`config.mk`:
```
export PLATFORM = sky130hd
export DESIGN_NAME = csr_trap_unit_flat
export DESIGN_NICKNAME = d
export VERILOG_FILES = /design/src/rtl/csr_trap_unit_pkg.sv /design/src/rtl/csr_trap_unit_if.sv /design/src/rtl/csr_counter64.sv /design/src/rtl/csr_trap_unit.sv /design/src/flat_wrapper.sv
export SDC_FILE = /design/constraint.sdc
export NUM_CORES = 1
export LEC_CHECK = 0
export BUFFER_PORTS_ARGS = -buffer_cell sky130_fd_sc_hd__buf_2
export CORE_MARGIN = 5
export CORE_UTILIZATION = 40
export DETAILED_ROUTE_END_ITERATION = 16
export PLACE_DENSITY = 0.59
export SYNTH_ARGS = -nofsm -noshare
export SYNTH_HDL_FRONTEND = slang
export SYNTH_SLANG_ARGS = --single-unit
```
`constraint.sdc`:
```
create_clock -name clk_i -period 1.9 [get_ports clk_i]
set_input_delay 0.19 -clock clk_i [delete_from_list [all_inputs] [get_ports clk_i]]
set_output_delay 0.19 -clock clk_i [all_outputs]
set_load 0.005 [all_outputs]
```
`src/rtl/csr_trap_unit_pkg.sv`:
```
// CSR addresses, op encodings and trap cause codes
// shared by the machine-mode CSR/trap unit.
package csr_trap_unit_pkg;

    localparam logic [11:0] CSR_MSTATUS   = 12'h300;
    localparam logic [11:0] CSR_MISA      = 12'h301;
    localparam logic [11:0] CSR_MTVEC     = 12'h305;
    localparam logic [11:0] CSR_MSCRATCH  = 12'h340;
    localparam logic [11:0] CSR_MEPC      = 12'h341;
    localparam logic [11:0] CSR_MCAUSE    = 12'h342;
    localparam logic [11:0] CSR_MTVAL     = 12'h343;
    localparam logic [11:0] CSR_MHARTID   = 12'hF14;
    localparam logic [11:0] CSR_MCYCLE    = 12'hB00;
    localparam logic [11:0] CSR_MINSTRET  = 12'hB02;
    localparam logic [11:0] CSR_MCYCLEH   = 12'hB80;
    localparam logic [11:0] CSR_MINSTRETH = 12'hB82;
    localparam logic [11:0] CSR_CYCLE     = 12'hC00;
    localparam logic [11:0] CSR_INSTRET   = 12'hC02;
    localparam logic [11:0] CSR_CYCLEH    = 12'hC80;
    localparam logic [11:0] CSR_INSTRETH  = 12'hC82;

    localparam logic [1:0] CSR_OP_NONE = 2'b00;
    localparam logic [1:0] CSR_OP_RW   = 2'b01;
    localparam logic [1:0] CSR_OP_RS   = 2'b10;
    localparam logic [1:0] CSR_OP_RC   = 2'b11;

    localparam logic [2:0] EXCEP_INSTR_MISALIGNED = 3'd0;
    localparam logic [2:0] EXCEP_ILLEGAL          = 3'd1;
    localparam logic [2:0] EXCEP_BREAKPOINT       = 3'd2;
    localparam logic [2:0] EXCEP_LOAD_MISALIGNED  = 3'd3;
    localparam logic [2:0] EXCEP_STORE_MISALIGNED = 3'd4;
    localparam logic [2:0] EXCEP_ENV_CALL         = 3'd5;

    localparam logic [31:0] MCAUSE_INSTR_MISALIGNED = 32'd0;
    localparam logic [31:0] MCAUSE_ILLEGAL          = 32'd2;
    localparam logic [31:0] MCAUSE_BREAKPOINT       = 32'd3;
    localparam logic [31:0] MCAUSE_LOAD_MISALIGNED  = 32'd4;
    localparam logic [31:0] MCAUSE_STORE_MISALIGNED = 32'd6;
    localparam logic [31:0] MCAUSE_ENV_CALL         = 32'd11;

    localparam logic [0:0] ST_IDLE     = 1'b0;
    localparam logic [0:0] ST_REDIRECT = 1'b1;

    typedef struct packed {
        logic mpie;
        logic mie;
    } mstatus_t;

    // Unknown pipeline codes are reported as illegal instruction.
    function automatic logic [31:0] excep_to_mcause(
        input logic [2:0] code
    );
        logic [31:0] v;
        case (code)
            EXCEP_INSTR_MISALIGNED: v = MCAUSE_INSTR_MISALIGNED;
            EXCEP_ILLEGAL:          v = MCAUSE_ILLEGAL;
            EXCEP_BREAKPOINT:       v = MCAUSE_BREAKPOINT;
            EXCEP_LOAD_MISALIGNED:  v = MCAUSE_LOAD_MISALIGNED;
            EXCEP_STORE_MISALIGNED: v = MCAUSE_STORE_MISALIGNED;
            EXCEP_ENV_CALL:         v = MCAUSE_ENV_CALL;
            default:                v = MCAUSE_ILLEGAL;
        endcase
        return v;
    endfunction

    function automatic logic [31:0] csr_apply(
        input logic [1:0]  op,
        input logic [31:0] old_v,
        input logic [31:0] wdata
    );
        logic [31:0] v;
        case (op)
            CSR_OP_RW: v = wdata;
            CSR_OP_RS: v = old_v | wdata;
            CSR_OP_RC: v = old_v & ~wdata;
            default:   v = old_v;
        endcase
        return v;
    endfunction

endpackage

```
`src/rtl/csr_trap_unit_if.sv`:
```
// Exception, mret, CSR access and redirect signals
// between the pipeline (master) and the CSR/trap unit (slave).
interface csr_trap_unit_if;

    logic        en_exception_i;
    logic [31:0] exception_program_counter_i;
    logic [31:0] exception_adress_i;
    logic [2:0]  exception_cause_i;
    logic        en_mret_i;
    logic        csr_en_i;
    logic [1:0]  csr_op_i;
    logic [11:0] csr_addr_i;
    logic [31:0] csr_wdata_i;
    logic        instr_retired_i;
    logic [31:0] csr_rdata_o;
    logic        csr_illegal_o;
    logic        redirect_o;
    logic [31:0] redirect_pc_o;
    logic        mstatus_mie_o;

    modport master (
        output en_exception_i,
        output exception_program_counter_i,
        output exception_adress_i,
        output exception_cause_i,
        output en_mret_i,
        output csr_en_i,
        output csr_op_i,
        output csr_addr_i,
        output csr_wdata_i,
        output instr_retired_i,
        input  csr_rdata_o,
        input  csr_illegal_o,
        input  redirect_o,
        input  redirect_pc_o,
        input  mstatus_mie_o
    );

    modport slave (
        input  en_exception_i,
        input  exception_program_counter_i,
        input  exception_adress_i,
        input  exception_cause_i,
        input  en_mret_i,
        input  csr_en_i,
        input  csr_op_i,
        input  csr_addr_i,
        input  csr_wdata_i,
        input  instr_retired_i,
        output csr_rdata_o,
        output csr_illegal_o,
        output redirect_o,
        output redirect_pc_o,
        output mstatus_mie_o
    );

endinterface

```
`src/rtl/csr_counter64.sv`:
```
// 64-bit counter with independent 32-bit half writes;
// used for mcycle/minstret when CSR_COUNTERS_EN is defined.
module csr_counter64 (
    input  logic        clk_i,
    input  logic        rst_i,
    input  logic        i_inc,
    input  logic        i_wr_lo,
    input  logic        i_wr_hi,
    input  logic [31:0] i_wdata,
    output logic [63:0] o_count
);

    logic [63:0] r_count;
    logic [63:0] w_inc;

    assign w_inc = r_count + {63'b0, i_inc};

    // A half write replaces that half; writing low also drops the carry into high.
    always_ff @(posedge clk_i) begin
        if (rst_i) begin
            r_count <= '0;
        end else begin
            r_count[31:0]  <= i_wr_lo ? i_wdata : w_inc[31:0];
            r_count[63:32] <= i_wr_hi ? i_wdata
                            : (i_wr_lo ? r_count[63:32] : w_inc[63:32]);
        end
    end

    assign o_count = r_count;

endmodule

```
`src/rtl/csr_trap_unit.sv`:
```
// Machine-mode CSR file and trap sequencer with one-cycle fetch redirect.
// Optional CSR_COUNTERS_EN adds 64-bit mcycle/minstret and user mirrors.
module csr_trap_unit #(
    parameter logic [31:0] RESET_MTVEC = 32'h0000_0000,
    parameter logic [31:0] HART_ID     = 32'h0000_0000,
    parameter logic [31:0] MISA_VALUE  = 32'h4000_1104
) (
    input logic            clk_i,
    input logic            rst_i,
    csr_trap_unit_if.slave bus
);

    import csr_trap_unit_pkg::*;

    logic [0:0]  r_state;
    mstatus_t    r_mstatus;
    logic [31:2] r_mtvec;
    logic [31:0] r_mscratch;
    logic [31:1] r_mepc;
    logic [31:0] r_mcause;
    logic [31:0] r_mtval;
    logic [31:0] r_redirect_pc;

    logic        w_idle;
    logic        w_take_exc;
    logic        w_take_mret;
    logic        w_impl;
    logic        w_ro;
    logic        w_wr_req;
    logic        w_csr_we;
    logic        w_mis_adr;
    logic [31:0] w_rdata;
    logic [31:0] w_wdata;
    logic [31:0] w_mstatus;
    logic        w_unused_pc0;

    assign w_idle      = (r_state == ST_IDLE);
    assign w_take_exc  = w_idle & bus.en_exception_i;
    assign w_take_mret = w_idle & bus.en_mret_i & ~bus.en_exception_i;

    assign w_mstatus = {19'b0, 2'b11, 3'b0, r_mstatus.mpie,
                        3'b0, r_mstatus.mie, 3'b0};

    assign w_mis_adr =
        (bus.exception_cause_i == EXCEP_LOAD_MISALIGNED) |
        (bus.exception_cause_i == EXCEP_STORE_MISALIGNED);

    assign w_unused_pc0 = bus.exception_program_counter_i[0];

`ifdef CSR_COUNTERS_EN
    logic [63:0] w_mcycle;
    logic [63:0] w_minstret;
    logic        w_cyc_lo_we;
    logic        w_cyc_hi_we;
    logic        w_ret_lo_we;
    logic        w_ret_hi_we;

    assign w_cyc_lo_we = w_csr_we & (bus.csr_addr_i == CSR_MCYCLE);
    assign w_cyc_hi_we = w_csr_we & (bus.csr_addr_i == CSR_MCYCLEH);
    assign w_ret_lo_we = w_csr_we & (bus.csr_addr_i == CSR_MINSTRET);
    assign w_ret_hi_we = w_csr_we & (bus.csr_addr_i == CSR_MINSTRETH);

    csr_counter64 u_mcycle (
        .clk_i   (clk_i),
        .rst_i   (rst_i),
        .i_inc   (1'b1),
        .i_wr_lo (w_cyc_lo_we),
        .i_wr_hi (w_cyc_hi_we),
        .i_wdata (w_wdata),
        .o_count (w_mcycle)
    );

    csr_counter64 u_minstret (
        .clk_i   (clk_i),
        .rst_i   (rst_i),
        .i_inc   (bus.instr_retired_i),
        .i_wr_lo (w_ret_lo_we),
        .i_wr_hi (w_ret_hi_we),
        .i_wdata (w_wdata),
        .o_count (w_minstret)
    );
`else
    logic w_unused_retired;

    assign w_unused_retired = bus.instr_retired_i;
`endif

    // Read mux plus implemented/read-only decode of the CSR address.
    always_comb begin
        w_rdata = 32'b0;
        w_impl  = 1'b1;
        w_ro    = 1'b0;
        case (bus.csr_addr_i)
            CSR_MSTATUS:  w_rdata = w_mstatus;
            CSR_MISA: begin
                w_rdata = MISA_VALUE;
                w_ro    = 1'b1;
            end
            CSR_MTVEC:    w_rdata = {r_mtvec, 2'b00};
            CSR_MSCRATCH: w_rdata = r_mscratch;
            CSR_MEPC:     w_rdata = {r_mepc, 1'b0};
            CSR_MCAUSE:   w_rdata = r_mcause;
            CSR_MTVAL:    w_rdata = r_mtval;
            CSR_MHARTID: begin
                w_rdata = HART_ID;
                w_ro    = 1'b1;
            end
`ifdef CSR_COUNTERS_EN
            CSR_MCYCLE:    w_rdata = w_mcycle[31:0];
            CSR_MCYCLEH:   w_rdata = w_mcycle[63:32];
            CSR_MINSTRET:  w_rdata = w_minstret[31:0];
            CSR_MINSTRETH: w_rdata = w_minstret[63:32];
            CSR_CYCLE: begin
                w_rdata = w_mcycle[31:0];
                w_ro    = 1'b1;
            end
            CSR_CYCLEH: begin
                w_rdata = w_mcycle[63:32];
                w_ro    = 1'b1;
            end
            CSR_INSTRET: begin
                w_rdata = w_minstret[31:0];
                w_ro    = 1'b1;
            end
            CSR_INSTRETH: begin
                w_rdata = w_minstret[63:32];
                w_ro    = 1'b1;
            end
`endif
            default:      w_impl = 1'b0;
        endcase
    end

    assign w_wr_req = (bus.csr_op_i == CSR_OP_RW) |
                      ((bus.csr_op_i != CSR_OP_NONE) &
                       (bus.csr_wdata_i != 32'b0));

    assign bus.csr_illegal_o = bus.csr_en_i &
                               (~w_impl | (w_ro & w_wr_req));

    assign w_csr_we = bus.csr_en_i & w_wr_req & ~bus.csr_illegal_o &
                      w_idle & ~bus.en_exception_i & ~bus.en_mret_i;

    assign w_wdata = csr_apply(bus.csr_op_i, w_rdata, bus.csr_wdata_i);

    // Trap entry and mret each spend one cycle in REDIRECT to pulse fetch.
    always_ff @(posedge clk_i) begin
        if (rst_i) begin
            r_state       <= ST_IDLE;
            r_redirect_pc <= '0;
        end else begin
            case (r_state)
                ST_IDLE: begin
                    if (w_take_exc) begin
                        r_state       <= ST_REDIRECT;
                        r_redirect_pc <= {r_mtvec, 2'b00};
                    end else if (w_take_mret) begin
                        r_state       <= ST_REDIRECT;
                        r_redirect_pc <= {r_mepc, 1'b0};
                    end
                end
                default: r_state <= ST_IDLE;
            endcase
        end
    end

    // Interrupt-enable stack: push on trap, pop on mret, else CSR write.
    always_ff @(posedge clk_i) begin
        if (rst_i) begin
            r_mstatus <= '0;
        end else if (w_take_exc) begin
            r_mstatus.mpie <= r_mstatus.mie;
            r_mstatus.mie  <= 1'b0;
        end else if (w_take_mret) begin
            r_mstatus.mie  <= r_mstatus.mpie;
            r_mstatus.mpie <= 1'b1;
        end else if (w_csr_we && bus.csr_addr_i == CSR_MSTATUS) begin
            r_mstatus.mie  <= w_wdata[3];
            r_mstatus.mpie <= w_wdata[7];
        end
    end

    // Trap bookkeeping registers; trap entry outranks software writes.
    always_ff @(posedge clk_i) begin
        if (rst_i) begin
            r_mepc   <= '0;
            r_mcause <= '0;
            r_mtval  <= '0;
        end else if (w_take_exc) begin
            r_mepc   <= bus.exception_program_counter_i[31:1];
            r_mcause <= excep_to_mcause(bus.exception_cause_i);
            r_mtval  <= w_mis_adr ? bus.exception_adress_i : 32'b0;
        end else if (w_csr_we) begin
            if (bus.csr_addr_i == CSR_MEPC)   r_mepc   <= w_wdata[31:1];
            if (bus.csr_addr_i == CSR_MCAUSE) r_mcause <= w_wdata;
            if (bus.csr_addr_i == CSR_MTVAL)  r_mtval  <= w_wdata;
        end
    end

    // Software-only registers: trap vector base and scratch.
    always_ff @(posedge clk_i) begin
        if (rst_i) begin
            r_mtvec    <= RESET_MTVEC[31:2];
            r_mscratch <= '0;
        end else if (w_csr_we) begin
            if (bus.csr_addr_i == CSR_MTVEC)    r_mtvec    <= w_wdata[31:2];
            if (bus.csr_addr_i == CSR_MSCRATCH) r_mscratch <= w_wdata;
        end
    end

    assign bus.csr_rdata_o   = w_rdata;
    assign bus.redirect_o    = (r_state == ST_REDIRECT);
    assign bus.redirect_pc_o = r_redirect_pc;
    assign bus.mstatus_mie_o = r_mstatus.mie;

endmodule

```
`src/flat_wrapper.sv`:
```
// flat-port wrapper written by rule: the top's interface ports become plain ports
module csr_trap_unit_flat import csr_trap_unit_pkg::*;
#(
    parameter logic [31:0] RESET_MTVEC = 32'h0000_0000,
    parameter logic [31:0] HART_ID     = 32'h0000_0000,
    parameter logic [31:0] MISA_VALUE  = 32'h4000_1104
)
  (clk_i, rst_i, bus_en_exception_i, bus_exception_program_counter_i, bus_exception_adress_i, bus_exception_cause_i, bus_en_mret_i, bus_csr_en_i, bus_csr_op_i, bus_csr_addr_i, bus_csr_wdata_i, bus_instr_retired_i, bus_csr_rdata_o, bus_csr_illegal_o, bus_redirect_o, bus_redirect_pc_o, bus_mstatus_mie_o);
  csr_trap_unit_if bus_i ();
  input logic clk_i;
  input logic rst_i;
  input wire logic [$bits(bus_i.en_exception_i)-1:0] bus_en_exception_i;
  input wire logic [$bits(bus_i.exception_program_counter_i)-1:0] bus_exception_program_counter_i;
  input wire logic [$bits(bus_i.exception_adress_i)-1:0] bus_exception_adress_i;
  input wire logic [$bits(bus_i.exception_cause_i)-1:0] bus_exception_cause_i;
  input wire logic [$bits(bus_i.en_mret_i)-1:0] bus_en_mret_i;
  input wire logic [$bits(bus_i.csr_en_i)-1:0] bus_csr_en_i;
  input wire logic [$bits(bus_i.csr_op_i)-1:0] bus_csr_op_i;
  input wire logic [$bits(bus_i.csr_addr_i)-1:0] bus_csr_addr_i;
  input wire logic [$bits(bus_i.csr_wdata_i)-1:0] bus_csr_wdata_i;
  input wire logic [$bits(bus_i.instr_retired_i)-1:0] bus_instr_retired_i;
  output wire logic [$bits(bus_i.csr_rdata_o)-1:0] bus_csr_rdata_o;
  output wire logic [$bits(bus_i.csr_illegal_o)-1:0] bus_csr_illegal_o;
  output wire logic [$bits(bus_i.redirect_o)-1:0] bus_redirect_o;
  output wire logic [$bits(bus_i.redirect_pc_o)-1:0] bus_redirect_pc_o;
  output wire logic [$bits(bus_i.mstatus_mie_o)-1:0] bus_mstatus_mie_o;
  assign bus_i.en_exception_i = bus_en_exception_i;
  assign bus_i.exception_program_counter_i = bus_exception_program_counter_i;
  assign bus_i.exception_adress_i = bus_exception_adress_i;
  assign bus_i.exception_cause_i = bus_exception_cause_i;
  assign bus_i.en_mret_i = bus_en_mret_i;
  assign bus_i.csr_en_i = bus_csr_en_i;
  assign bus_i.csr_op_i = bus_csr_op_i;
  assign bus_i.csr_addr_i = bus_csr_addr_i;
  assign bus_i.csr_wdata_i = bus_csr_wdata_i;
  assign bus_i.instr_retired_i = bus_instr_retired_i;
  assign bus_csr_rdata_o = bus_i.csr_rdata_o;
  assign bus_csr_illegal_o = bus_i.csr_illegal_o;
  assign bus_redirect_o = bus_i.redirect_o;
  assign bus_redirect_pc_o = bus_i.redirect_pc_o;
  assign bus_mstatus_mie_o = bus_i.mstatus_mie_o;
  csr_trap_unit #(.RESET_MTVEC(RESET_MTVEC), .HART_ID(HART_ID), .MISA_VALUE(MISA_VALUE)) u_core (.clk_i(clk_i), .rst_i(rst_i), .bus(bus_i));
endmodule
```
Word-level counts from Yosys, hierarchy flattened
Index checks and enable logic that the tools add are counted.
{ "word_totals": {"inputBits": 119, "register_bits": 192, "out_inout_bits": 67, "wordCells": 89} }
{ "op_classes": {"eq_ne": 15, "n_reduce_logical": 21, "mux": 22, "bitwise": 22} }
{ "ops": {"columns": ["operator", "count"], "rows": [
  ["$mux W32", 9],
  ["$pmux W32 S7", 1],
  ["$pmux W32 S3", 1],
  ["$mux W31", 3],
  ["$eq A12 B10 Y1 const B", 7],
  ["$and A32 B32 Y32", 1],
  ["$not A32 Y32", 1],
  ["$or A32 B32 Y32", 1],
  ["$reduce_bool A32 Y1", 1],
  ["$pmux W4 S5", 1],
  ["$reduce_bool A2 Y1", 7],
  ["$eq A12 B12 Y1 const B", 1],
  ["$reduce_and A2 Y1", 6],
  ["$and A1 B1 Y1", 11],
  ["$reduce_or A8 Y1", 1],
  ["$eq A3 B2 Y1 const B", 2],
  ["$eq A3 B3 Y1 const B", 2],
  ["$mux W2", 3],
  ["$reduce_or A2 Y1", 3],
  ["$not A1 Y1", 5],
  ["$eq A2 B2 Y1 const B", 2],
  ["$mux W1", 4],
  ["$logic_not A3 Y1", 1],
  ["$or A1 B1 Y1", 3],
  ["other kinds (3)", 3]
]} }

Logic depth before layout (Yosys ltp)
Gate-level depths: netlist (run 1).
{ "depth": {"word_depth": 15, "depth_mapped": 9, "ltp_nobuf": 6} }

Least setup slack after synthesis (run 1)
OpenSTA, ideal clock, no wires.
{ "synth_path": {"path_kind": "input-to-reg", "start": "input port bus_csr_addr_i[0]", "end": "register u_core.r_mepc[27] in the netlist's numbering", "path_slack_ps": -110, "setup_time_ps": 145, "path_stages": 8, "arrival_ps": 1865, "t_required_ps": 1755, "path_buffers": 2, "path_cell_list": "buf_4 buf_2 mux2i_1 nor4_1 a221o_1 o21ba_2 a221oi_1 o221ai_1"} }
{ "synth_via": {"elab_cells_between_ends": 31, "classes_between": "eq/ne: 8; mux: 7; bitwise: 11; reduce/logical: 5"} }
{ "synth_lines": {"columns": ["element", "line", "rtl"], "rows": [
  ["start: declaration", "flat_wrapper.sv:19", "input wire logic [$bits(bus_i.csr_addr_i)-1:0] bus_csr_addr_i;"],
  ["$eq A12 B10 Y1", "csr_trap_unit.sv:93", "case (bus.csr_addr_i)"],
  ["$pmux W32 S7 (*)", "csr_trap_unit.sv:93", null],
  ["named net bus_csr_rdata_o[27]", "flat_wrapper.sv:22", "output wire logic [$bits(bus_i.csr_rdata_o)-1:0] bus_csr_rdata_o;"],
  ["$and A32 B32 Y32 / $or A32 B32 Y32 (equally long branches)", "csr_trap_unit_pkg.sv:75, csr_trap_unit_pkg.sv:74", null],
  ["$pmux W32 S3 (*)", "csr_trap_unit_pkg.sv:72", "case (op)"],
  ["$mux W31 (*)", "csr_trap_unit.sv:194", "if (bus.csr_addr_i == CSR_MEPC) r_mepc <= w_wdata[31:1];"],
  ["$mux W31 (*)", "csr_trap_unit.sv:193", "end else if (w_csr_we) begin"],
  ["$mux W31 (*)", "csr_trap_unit.sv:189", "end else if (w_take_exc) begin"],
  ["end signal: assignment", "csr_trap_unit.sv:190", "r_mepc <= bus.exception_program_counter_i[31:1];"],
  ["end signal: assignment", "csr_trap_unit.sv:194", null],
  ["end: declaration", "csr_trap_unit.sv:19", "logic [31:1] r_mepc;"]
]} }
The timed path passes the listed nets; every way through them passes the cells marked *. The select of a mux whose other input is x is not followed.
A chain may end at the register's enable or synchronous reset.

Final worst setup path (run 1)
{ "layout_path": {"start": "register u_core.r_mstatus, in the netlist u_core.bus.mstatus_mie_o", "end": "register u_core.r_mstatus, in the netlist u_core.bus.mstatus_mie_o"} }
{ "layout_via": {"elab_chain_len": 5, "elab_cells_between_ends": 6, "classes_between": "mux: 4; bitwise: 2"} }
{ "layout_rtl": {"columns": ["element", "line", "rtl"], "rows": [
  ["start: declaration", "csr_trap_unit.sv:16", "mstatus_t r_mstatus;"],
  ["$pmux W32 S7 (*)", "csr_trap_unit.sv:93", null],
  ["$and A32 B32 Y32 / $or A32 B32 Y32 (equally long branches)", "csr_trap_unit_pkg.sv:75, csr_trap_unit_pkg.sv:74", null],
  ["$pmux W32 S3 (*)", "csr_trap_unit_pkg.sv:72", null],
  ["$mux W2 (*)", "csr_trap_unit.sv:177", "end else if (w_csr_we && bus.csr_addr_i == CSR_MSTATUS) begin"],
  ["$mux W2 (*)", "csr_trap_unit.sv:174", "end else if (w_take_mret) begin"]
]} }
Mark *: on every way between the ends. The rest lies on a longest branch, timed or not. The select of a mux whose other input is x is not followed.

==> results of run 1 <==
state kept, by name, summed over array words and instances (netlist names):
name,count
u_core.r_mtval,32
u_core.bus.mstatus_mie_o,1
u_core.r_mstatus,1
u_core.r_mtvec,30
u_core.bus.redirect_o,1
u_core.r_mepc,31
u_core.r_mcause,32
u_core.r_mscratch,32
u_core.bus.redirect_pc_o,31
cell usage after synthesis, types with 3 or more instances:
master	instances	area [um2]
nand2_1	219	822
dfxtp_1	191	3820
a21oi_1	99	495
clkbuf_1	75	282
nand3_1	74	370
o22ai_1	57	357
nor2_1	56	210
mux2i_1	49	490
o221ai_1	40	350
nor2b_1	35	219
buf_2	33	165
nand4_1	29	181
nand2b_1	28	175
o221a_2	28	315
o31ai_1	28	210
xnor2_1	25	219
a32oi_1	22	193
nor4_1	21	131
o21ai_0	21	105
nor3_1	20	100
o2111ai_1	18	158
buf_4	13	97.6
and3_1	9	56.3
a311oi_1	8	70.1
buf_1	8	30.0
mux2_2	8	90.1
and2_1	7	43.8
or4b_1	7	70.1
a22oi_1	5	37.5
inv_1	5	18.8
nand3b_1	5	37.5
a211oi_1	4	30.0
a221o_1	4	40.0
a31oi_1	4	25.0
buf_6	4	45.0
nor4b_1	4	35.0
o211ai_1	4	30.0
o311ai_1	4	35.0
a311o_1	3	30.0
o211a_1	3	30.0
o21ai_1	3	15.0
or2_2	3	18.8
or3_1	3	18.8
or3b_1	3	26.3
final cells by class:
cell class	instances	area, um2
clock inverters	15	153
well taps	341	427
flip-flops and latches	191	3830
fillers	2297	10900
inverters	7	28.8
multi-input cells	1006	7420
repair buffers	454	3670
clock buffers	17	425
worst paths after layout:
check | from | end | slack [ns]
worst min-delay path | bus_exception_adress_i[1] | u_core.r_mtval[1] | 0.009
worst max-delay path | u_core.bus.mstatus_mie_o | u_core.bus.mstatus_mie_o | -0.11
worst min register to register | u_core.r_mscratch[0] | u_core.r_mscratch[0] | 0.46
worst max register to register | u_core.bus.mstatus_mie_o | u_core.bus.mstatus_mie_o | -0.11
timing repair:
action | CTS | global route
hold endpoints to repair | 18 | 0
endpoints found under the setup margin | 162 | 177
cloned | 3 | 9
pin swaps | 29 | 45
hold buffers | 18 | 0
buffers inserted | 16 | 11
gates resized for setup | 104 | 147
power breakdown:
part | switching (mW) | total [mW] | leakage (nW) | internal (mW)
logic | 1.11 | 1.93 | 4.63 | 0.819
registers | 0.106 | 4.26 | 1.56 | 4.15
clock network | 1.84 | 3.59 | 0.286 | 1.75
total | 3.05 | 9.78 | 6.48 | 6.72
metrics by stage:
step / worst slack [ns] / TNS, ns
4_1_cts: -0.183 / -3.98
5_1_grt: -0.175 / -4.27
3_3_place_gp: -0.721 / -102.50
6_report: -0.112 / -2.51
3_5_place_dp: -0.674 / -88.65
2_1_floorplan: -0.0633 / -1.84
worst register-to-register path, stage by stage, from the launching register on:
cell	delay (ns)
dfxtp_2	0.33
or3b_4	0.38
a2111oi_4	0.33
o21ai_2	0.11
buf_6	0.14
a21oi_4	0.25
o311ai_4	0.13
a311oi_1	0.24
routing by layer:
layer / part of all wire / up-vias / GRT usage
met5: 0 / - / 0
met2: 0.44 / 819 / 0.456
met1: 0.41 / 6182 / 0.418
met4: 0.032 / 0 / 0.0970
met3: 0.12 / 106 / 0.0718
li1: - / 5732 / -
cell families after synthesis:
| logic type | Yosys count | synth area share |
|---|---|---|
| AND/OR/NAND/NOR | 545 | 0.256 |
| multiplexers | 59 | 0.0579 |
| XOR/XNOR | 25 | 0.0203 |
| other | 1 | 0.000347 |
| adder cells (fa/ha/maj) | 1 | 0.00116 |
| AO/OA/AOI/OAI | 373 | 0.251 |
| buffers and inverters | 140 | 0.0597 |
| flip-flops | 191 | 0.354 |
==> key figures, run 1 <==
Cells and area
  – Ant. Diodes: 0
  – NumNets Final: 1797
  – Share of layout cells above drive strength 1: 0.399
  – Commonest non-fill, non-tap cells in the layout: buf_4 (193), dfxtp_1 (186), nand2_1 (183)
  – Non-filler cells, final: 2031
  – Most common cell after layout, fill and taps aside: buf_4
  – Final Cell Area: 15900 um2
  – Layout area overhead: 47.5%
  – Fin util: 0.595

Drt
  – DR WL/cell: 24.6 um
  – Routed vias/inst: 6.32
  – Routed wire length: 49900 um
  – DRT antenna net count: 0
  – Post-route DRC: 0
  – DR iter-0 viols: 1638
  – First drt pass iteration count: 6
  – Routed vias: 12839

Worst setup path
  – Top cell family by delay on the critical path: compound AO/OA/AOI/OAI gates
  – Crit Path Class: reg -> reg
  – Worst-path cell chain: or3b_4, a2111oi_4, o21ai_2, buf_6, a21oi_4, o311ai_4, a311oi_1
  – Crit-path slowest cell: or3b_4
  – CP Launch Type: register
  – Worst path depth: 7
  – WP buf/inv: 1
  – Worst reg2reg path depth: 7
  – Critical Path RT: 2.25 ns
  – Crit-path max FO: 4
  – CP peak stage delay: 0.38 ns
  – Critical path data arrival time: 2.36 ns
  – Worst setup EP type: register

Timing
  – Final Hold Vio Count: 0
  – Final min period: 2.01 ns
  – Period Utilization, post-route: 1.06
  – Max-slew violations: 0
  – Count of final setup violators: 34
  – RSZ-0062 raised after global routing: yes
  – Clock Skew: 0.0102 ns
  – Hold WS: 0.00873 ns
  – Max frequency: 497 MHz
  – Final WS setup: -0.112 ns

Floorplan
  – Die Ht: 174 um
  – Rows: 60
  – Core area: 26800 um2
  – Initial Utilization: 0.403
  – Die area: 30400 um2
  – Top Ports: 186
  – Die span in x: 174 um

Outcome
  – Violated checks: setup timing
  – Outcome: complete, but fails checks

Clocking
  – Clock slew at reported path FFs: 0.08 ns
  – CTS tree: done
  – TritonCTS Sinks: 191
  – Clk Latency, worst-skew pair: 0.45 ns
  – Clock Tree Buf Depth: 2
  – Clock Tree Root: clkbuf_16
  – H-tree Lvls: 4
  – Total CTS buffers: 17

Placed design
  – Placed insts: 1950
  – DP HPWL: 33200 um
  – Final Wtd Congestion: 0.953
  – Post-DP Area: 13600 um2
  – Port bufs: 182

Logic synthesis
  – Netlist cell types: 79
  – Syn avg cell area: 8.10 um2
  – Syn Nets: 1455
  – Flop and latch count out of synthesis: 191
  – Async SR Flop Fraction: 0
  – Syn. warnings: 0
  – Mapped Area: 10800 um2
  – Most used DFF post-synth: dfxtp_1
  – Syn Inst Count: 1335
  – Post-synth EDFFs: 0
  – Seq/Total Area, Yosys: 0.354

GRT
  – GRT Overall Usage: 0.299
  – Largest net degree at the start of global routing: 54
  – Global-route wire length before repair: 71500 um
  – Vias in the first global route: 11964
  – Antenna violations before repair: 0
  – GRT Residual Overflow: 0

Pwr
  – Power Total: 9.78 mW
  – Worst vdd ir: 0.583 mV
  – P per Cell Area: 613 nW/um2
  – Static leakage: 6.48 nW

Hold path
  – Worst min path class: in -> reg
  – Hold Crit Depth: 3

Flow run
  – Max-Cap Viols: 0
(Power assumes the default switching activity.)
==> run 2: changes to the inputs <==
Settings changed: CORE_MARGIN 5 to 2, HOLD_SLACK_MARGIN set to 0.02, SLEW_MARGIN set to 20.
==> key figures, run 2 (synthesis gave the netlist of run 1 again) <==
Worst setup path
  – Critical path data arrival time: 1.88 ns (was 2.36 ns)
  – Critical Path RT: 1.71 ns (was 2.25 ns)
  – Worst setup path startpoint: u_core.bus.mstatus_mie_o (unchanged)
  – Crit-path max FO: 2 (was 4)
  – CP Launch Type: register (unchanged)
  – Crit Path Class: reg -> out (was reg -> reg)
  – Worst setup EP type: primary output (was register)
  – Reg2reg start: u_core.bus.mstatus_mie_o (unchanged)
  – Worst reg2reg path depth: 7 (unchanged)

GRT
  – GRT Residual Overflow: 0 (unchanged)
  – Antenna violations before repair: 0 (unchanged)
  – Largest net degree at the start of global routing: 67 (was 54)
  – Vias in the first global route: 11900 (was 11964)
  – Global-route wire length before repair: 71600 um (was 71500 um)
  – GRT Overall Usage: 0.331 (was 0.299)

Timing
  – Final min period: 2.07 ns (was 2.01 ns)
  – Hold WS: 0.0204 ns (was 0.00873 ns)
  – Slew @ Worst Pin: 0.510 ns
  – Max-slew violations: 0 (unchanged)
  – Post-Route Setup TNS: -3.60 ns (was -2.51 ns)
  – Final WS setup: -0.173 ns (was -0.112 ns)
  – Count of final setup violators: 45 (was 34)
  – Clock Skew: 0.0163 ns (was 0.0102 ns)
  – Max frequency: 482 MHz (was 497 MHz)
  – RSZ-0062 raised after global routing: yes (unchanged)
  – Period Utilization, post-route: 1.09 (was 1.06)
  – Slew HR: 0.659
  – Final Hold Vio Count: 0 (unchanged)

Placed design
  – Dpl ws: -0.724 ns (was -0.674 ns)
  – Placed insts: 1967 (was 1950)
  – Post-DP Area: 13700 um2 (was 13600 um2)
  – DP HPWL: 33400 um (was 33200 um)
  – Final Wtd Congestion: 0.948 (was 0.953)
  – Port bufs: 182 (unchanged)

Cells and area
  – NumNets Final: 1837 (was 1797)
  – Ant. Diodes: 0 (unchanged)
  – Top flop regs: u_core.r_mcause x32, u_core.r_mscratch x32, u_core.r_mtval x32 (unchanged)
  – Share of layout cells above drive strength 1: 0.414 (was 0.399)
  – Most common cell after layout, fill and taps aside: buf_4 (unchanged)
  – Fin util: 0.618 (was 0.595)
  – Commonest non-fill, non-tap cells in the layout: buf_4 (219), dfxtp_1 (187), nand2_1 (185) (was buf_4 (193), dfxtp_1 (186), nand2_1 (183))
  – Non-filler cells, final: 2071 (was 2031)
  – Final Cell Area: 16500 um2 (was 15900 um2)
  – Layout area overhead: 52.8% (was 47.5%)

Pwr
  – Static leakage: 6.88 nW (was 6.48 nW)
  – Power Total: 10.1 mW (was 9.78 mW)
  – Worst vdd ir: 0.591 mV (was 0.583 mV)
  – P per Cell Area: 612 nW/um2 (was 613 nW/um2)

Floorplan
  – Die Ht: 168 um (was 174 um)
  – Rows: 60 (unchanged)
  – Initial Utilization: 0.405 (was 0.403)
  – Die area: 28400 um2 (was 30400 um2)
  – Core area: 26700 um2 (was 26800 um2)
  – Top Ports: 186 (unchanged)
  – Die span in x: 168 um (was 174 um)

Flow run
  – Max-Cap Viols: 0 (unchanged)

Hold path
  – Hold Crit Depth: 3 (unchanged)
  – Worst min path class: in -> reg (unchanged)
  – Hold path start: bus_exception_adress_i[15] (was bus_exception_adress_i[1])

Clocking
  – Clk Latency, worst-skew pair: 0.46 ns (was 0.45 ns)
  – Total CTS buffers: 17 (unchanged)
  – TritonCTS Sinks: 191 (unchanged)
  – Clock Tree Buf Depth: 2 (unchanged)
  – Clock Tree Root: clkbuf_16 (unchanged)
  – CTS tree: done (unchanged)
  – Clock slew at reported path FFs: 0.08 ns (about the same)
  – H-tree Lvls: 4 (unchanged)

Drt
  – Routed vias: 12848 (was 12839)
  – DR WL/cell: 23.9 um (was 24.6 um)
  – DR iter-0 viols: 1699 (was 1638)
  – Routed vias/inst: 6.20 (was 6.32)
  – First drt pass iteration count: 8 (was 6)
  – DRT antenna net count: 0 (unchanged)
  – Routed wire length: 49400 um (was 49900 um)
  – Post-route DRC: 0 (unchanged)

Outcome
  – Violated checks: setup timing (unchanged)
  – Outcome: complete, but fails checks (unchanged)
## run 2: cell types whose count changed in the layout (fill, tap and decap cells not counted), moves of 9 or more
cell           delta
o2111ai_2        -13
nand2_4          +11
dlygate4sd3_1     +9
o2111ai_1        +16
o221ai_1         -16
o221ai_2         +17
nand2_2          -13
buf_4            +26
## run 2: final timing paths
| kind | endpoint | slack [ns] |
|---|---|---|
| worst min register to register | u_core.r_mscratch[30] | 0.46 |
| worst max-delay path | bus_csr_rdata_o[3] | -0.17 |
| worst min-delay path | u_core.r_mtval[15] | 0.02 |
| worst max register to register | u_core.bus.mstatus_mie_o | -0.17 |
## run 2: cell type report
cell class	instances	area, um2
flip-flops and latches	191	3830
well taps	341	427
fillers	2249	10200
clock buffers	17	425
repair buffers	496	4080
multi-input cells	1004	7530
inverters	7	28.8
clock inverters	15	210
## run 2: worst max-delay path: stages, from the launching register on
cell	delay [ns]
dfxtp_2	0.34
or3b_4	0.38
a2111oi_4	0.30
o21ai_2	0.10
buf_4	0.14
nand2_2	0.06
buf_2	0.11
## run 2: what timing repair did
item | CTS | global route
setup endpoints to repair | 137 | 150
setup buffers | 30 | 16
pin swaps | 36 | 42
gates cloned | 7 | 4
hold buffers | 27 | 0
hold endpoints to repair | 27 | 0
gates resized for setup | 138 | 128
## run 2: power breakdown
part	switching (mW)	internal (mW)	leakage, nW
Combinational	1.13	0.844	5.01
Sequential	0.0976	4.15	1.56
Clock	1.95	1.94	0.307
Total	3.18	6.93	6.88
## run 2: per-layer routing
layer,vias to the layer above,global-route usage,share of wire
li1,5798,-,-
met1,6114,0.469,0.43
met2,789,0.483,0.42
met4,0,0.130,0.044
met5,-,0,0
met3,147,0.0787,0.11
==> run 3: changes to the inputs <==
Settings changed: CAP_MARGIN set to 30, CELL_PAD_IN_SITES_DETAIL_PLACEMENT set to 1, CELL_PAD_IN_SITES_GLOBAL_PLACEMENT set to 2, CORE_UTILIZATION 40 to 30, PLACE_DENSITY 0.59 to 0.74, SKIP_LAST_GASP set to 1.
==> key figures, run 3 (synthesis gave the netlist of run 1 again) <==
Outcome
  – Outcome: complete, but fails checks (unchanged)
  – Violated checks: setup timing (unchanged)

Worst setup path
  – Crit Path Class: reg -> out (unchanged)
  – Crit-path slowest cell: or3b_4 (unchanged)
  – Worst-path cell chain: or3b_4, a2111oi_4, o21ai_2, buf_4, nand2_4, buf_6 (was or3b_4, a2111oi_4, o21ai_2, buf_4, nand2_2, buf_2)
  – Top cell family by delay on the critical path: compound AO/OA/AOI/OAI gates (was simple AND/OR/NAND/NOR gates)
  – CP Launch Type: register (unchanged)
  – Reg2reg start: u_core.bus.mstatus_mie_o (unchanged)
  – Crit Reg-Reg Endpoint: u_core.r_mtval[3] (was u_core.bus.mstatus_mie_o)
  – Worst setup path startpoint: u_core.bus.mstatus_mie_o (unchanged)
  – Worst setup EP type: primary output (unchanged)
  – Worst reg2reg path depth: 8 (was 7)
  – Critical path data arrival time: 1.97 ns (was 1.88 ns)
  – CP endpoint: bus_csr_rdata_o[3] (unchanged)
  – Critical Path RT: 1.71 ns (about the same)
  – WP buf/inv: 2 (unchanged)
  – R2r setup slk: -0.26 ns (was -0.17 ns)
  – Worst path depth: 6 (unchanged)
  – Crit-path max FO: 2 (unchanged)
  – CP peak stage delay: 0.38 ns (about the same)

Drt
  – First drt pass iteration count: 5 (was 8)
  – DR iter-0 viols: 1179 (was 1699)
  – Post-route DRC: 0 (unchanged)
  – Routed vias: 13142 (was 12848)
  – Routed wire length: 58300 um (was 49400 um)
  – DR WL/cell: 26.4 um (was 23.9 um)
  – DRT antenna net count: 0 (unchanged)
  – Routed vias/inst: 5.95 (was 6.20)

Placed design
  – DP HPWL: 39000 um (was 33400 um)
  – Final Wtd Congestion: 0.935 (was 0.948)
  – Port bufs: 182 (unchanged)
  – Dpl ws: -0.767 ns (was -0.724 ns)
  – Post-DP Area: 13900 um2 (was 13700 um2)

Clocking
  – H-tree Lvls: 4 (unchanged)
  – CTS tree: done (unchanged)
  – Clk Latency, worst-skew pair: 0.46 ns (about the same)
  – Clock Tree Buf Depth: 2 (unchanged)
  – Total CTS buffers: 17 (unchanged)
  – Clock Tree Root: clkbuf_16 (unchanged)
  – Clock slew at reported path FFs: 0.08 ns (about the same)
  – TritonCTS Sinks: 191 (unchanged)

GRT
  – GRT Overall Usage: 0.284 (was 0.331)
  – Largest net degree at the start of global routing: 56 (was 67)
  – GRT Residual Overflow: 0 (unchanged)
  – Global-route wire length before repair: 81400 um (was 71600 um)
  – Vias in the first global route: 12965 (was 11900)
  – Antenna violations before repair: 3 (was 0)

Timing
  – Final min period: 2.16 ns (was 2.07 ns)
  – Hold WS: 0.0218 ns (was 0.0204 ns)
  – Clock Skew: 0.0155 ns (was 0.0163 ns)
  – Final Hold Vio Count: 0 (unchanged)
  – Final WS setup: -0.264 ns (was -0.173 ns)
  – Slew HR: 0.574 (was 0.659)
  – Period Utilization, post-route: 1.14 (was 1.09)
  – Count of final setup violators: 95 (was 45)
  – RSZ-0062 raised after global routing: yes (unchanged)
  – Max frequency: 462 MHz (was 482 MHz)
  – Max-slew violations: 0 (unchanged)
  – Slew @ Worst Pin: 0.640 ns (was 0.510 ns)

Cells and area
  – Commonest non-fill, non-tap cells in the layout: buf_4 (230), nand2_1 (191), dfxtp_1 (185) (was buf_4 (219), dfxtp_1 (187), nand2_1 (185))
  – Final Cell Area: 16900 um2 (was 16500 um2)
  – Share of layout cells above drive strength 1: 0.435 (was 0.414)
  – Top flop regs: u_core.r_mcause x32, u_core.r_mscratch x32, u_core.r_mtval x32 (unchanged)
  – Most common cell after layout, fill and taps aside: buf_4 (unchanged)
  – Layout area overhead: 56.2% (was 52.8%)
  – NumNets Final: 1854 (was 1837)
  – Ant. Diodes: 0 (unchanged)
  – Fillers: 4078 (was 2249)

Pwr
  – Static leakage: 6.85 nW (was 6.88 nW)
  – Worst vdd ir: 0.645 mV (was 0.591 mV)
  – Power Total: 9.93 mW (was 10.1 mW)
  – P per Cell Area: 588 nW/um2 (was 612 nW/um2)

Flow run
  – Max-Cap Viols: 0 (unchanged)

Floorplan
  – Top Ports: 186 (unchanged)
  – Die Ht: 194 um (was 168 um)
  – Initial Utilization: 0.304 (was 0.405)
  – Die area: 37600 um2 (was 28400 um2)
  – Rows: 69 (was 60)
  – Die span in x: 194 um (was 168 um)
  – Core area: 35600 um2 (was 26700 um2)

Hold path
  – Worst min path class: in -> reg (unchanged)
run 3: worst min-delay path by stage:
stage | from | endpoint | slack [ns] | cells past startpoint
floorplan | bus_exception_program_counter_i[1] | u_core.r_mepc[1] | 0.31 | 2
global placement | u_core.r_mscratch[15] | u_core.r_mscratch[15] | 0.44 | 2
detailed placement | bus_exception_program_counter_i[1] | u_core.r_mepc[1] | 0.45 | 3
CTS | bus_exception_program_counter_i[24] | u_core.r_mepc[24] | 0.02 | 3
global route | bus_exception_program_counter_i[19] | u_core.r_mepc[19] | 0.03 | 3
finish | bus_exception_program_counter_i[5] | u_core.r_mepc[5] | 0.02 | 3
run 3: worst register-to-register path: stages, from the launching register on:
cell and delay [ns]:
dfxtp_2 0.34, or3b_4 0.38, a2111oi_4 0.34, o21ai_2 0.14, buf_6 0.16, a31oi_4 0.29
buf_6 0.18, nor3_4 0.04, a211oi_2 0.21
run 3: layout make-up:
class                   count  area, um2  area share
flip-flops and latches    191       3830       0.227
clock inverters            12        100     0.00593
clock buffers              19        453      0.0268
multi-input cells        1005       7640       0.453
well taps                 461        577      0.0342
repair buffers            512       4250       0.252
inverters                   7       28.8     0.00170
run 3: timing repair:
| item | in CTS | in global routing |
|---|---|---|
| gates cloned | 7 | 4 |
| hold endpoints to repair | 17 | 0 |
| gates resized for setup | 140 | 161 |
| hold buffers | 17 | 0 |
| buffers inserted | 31 | 36 |
| setup endpoints to repair | 192 | 169 |
| pin swaps | 65 | 60 |
run 3: power by group:
part	internal [mW]	switching, mW
Clock	1.77	1.80
Combinational	0.873	1.21
Sequential	4.16	0.116
Total	6.80	3.13
run 3: metal layers:
| metal | part of all wire | vias up | GRT usage |
|---|---|---|---|
| li1 | - | 5822 | - |
| met1 | 0.43 | 6562 | 0.392 |
| met5 | 0.00038 | - | 0 |
| met2 | 0.44 | 620 | 0.429 |
| met3 | 0.077 | 134 | 0.0605 |
| met4 | 0.044 | 4 | 0.118 |
run 3: through the flow:
step | instances | TNS, ns | utilization
after floorplan | 1335 | -1.84 | -
after global placement | 2089 | -93.92 | 0.392
after detailed placement | 2089 | -103.39 | 0.392
after CTS | 2173 | -5.01 | 0.444
after global routing | 2207 | -11.03 | 0.475
final | 2207 | -8.32 | 0.475
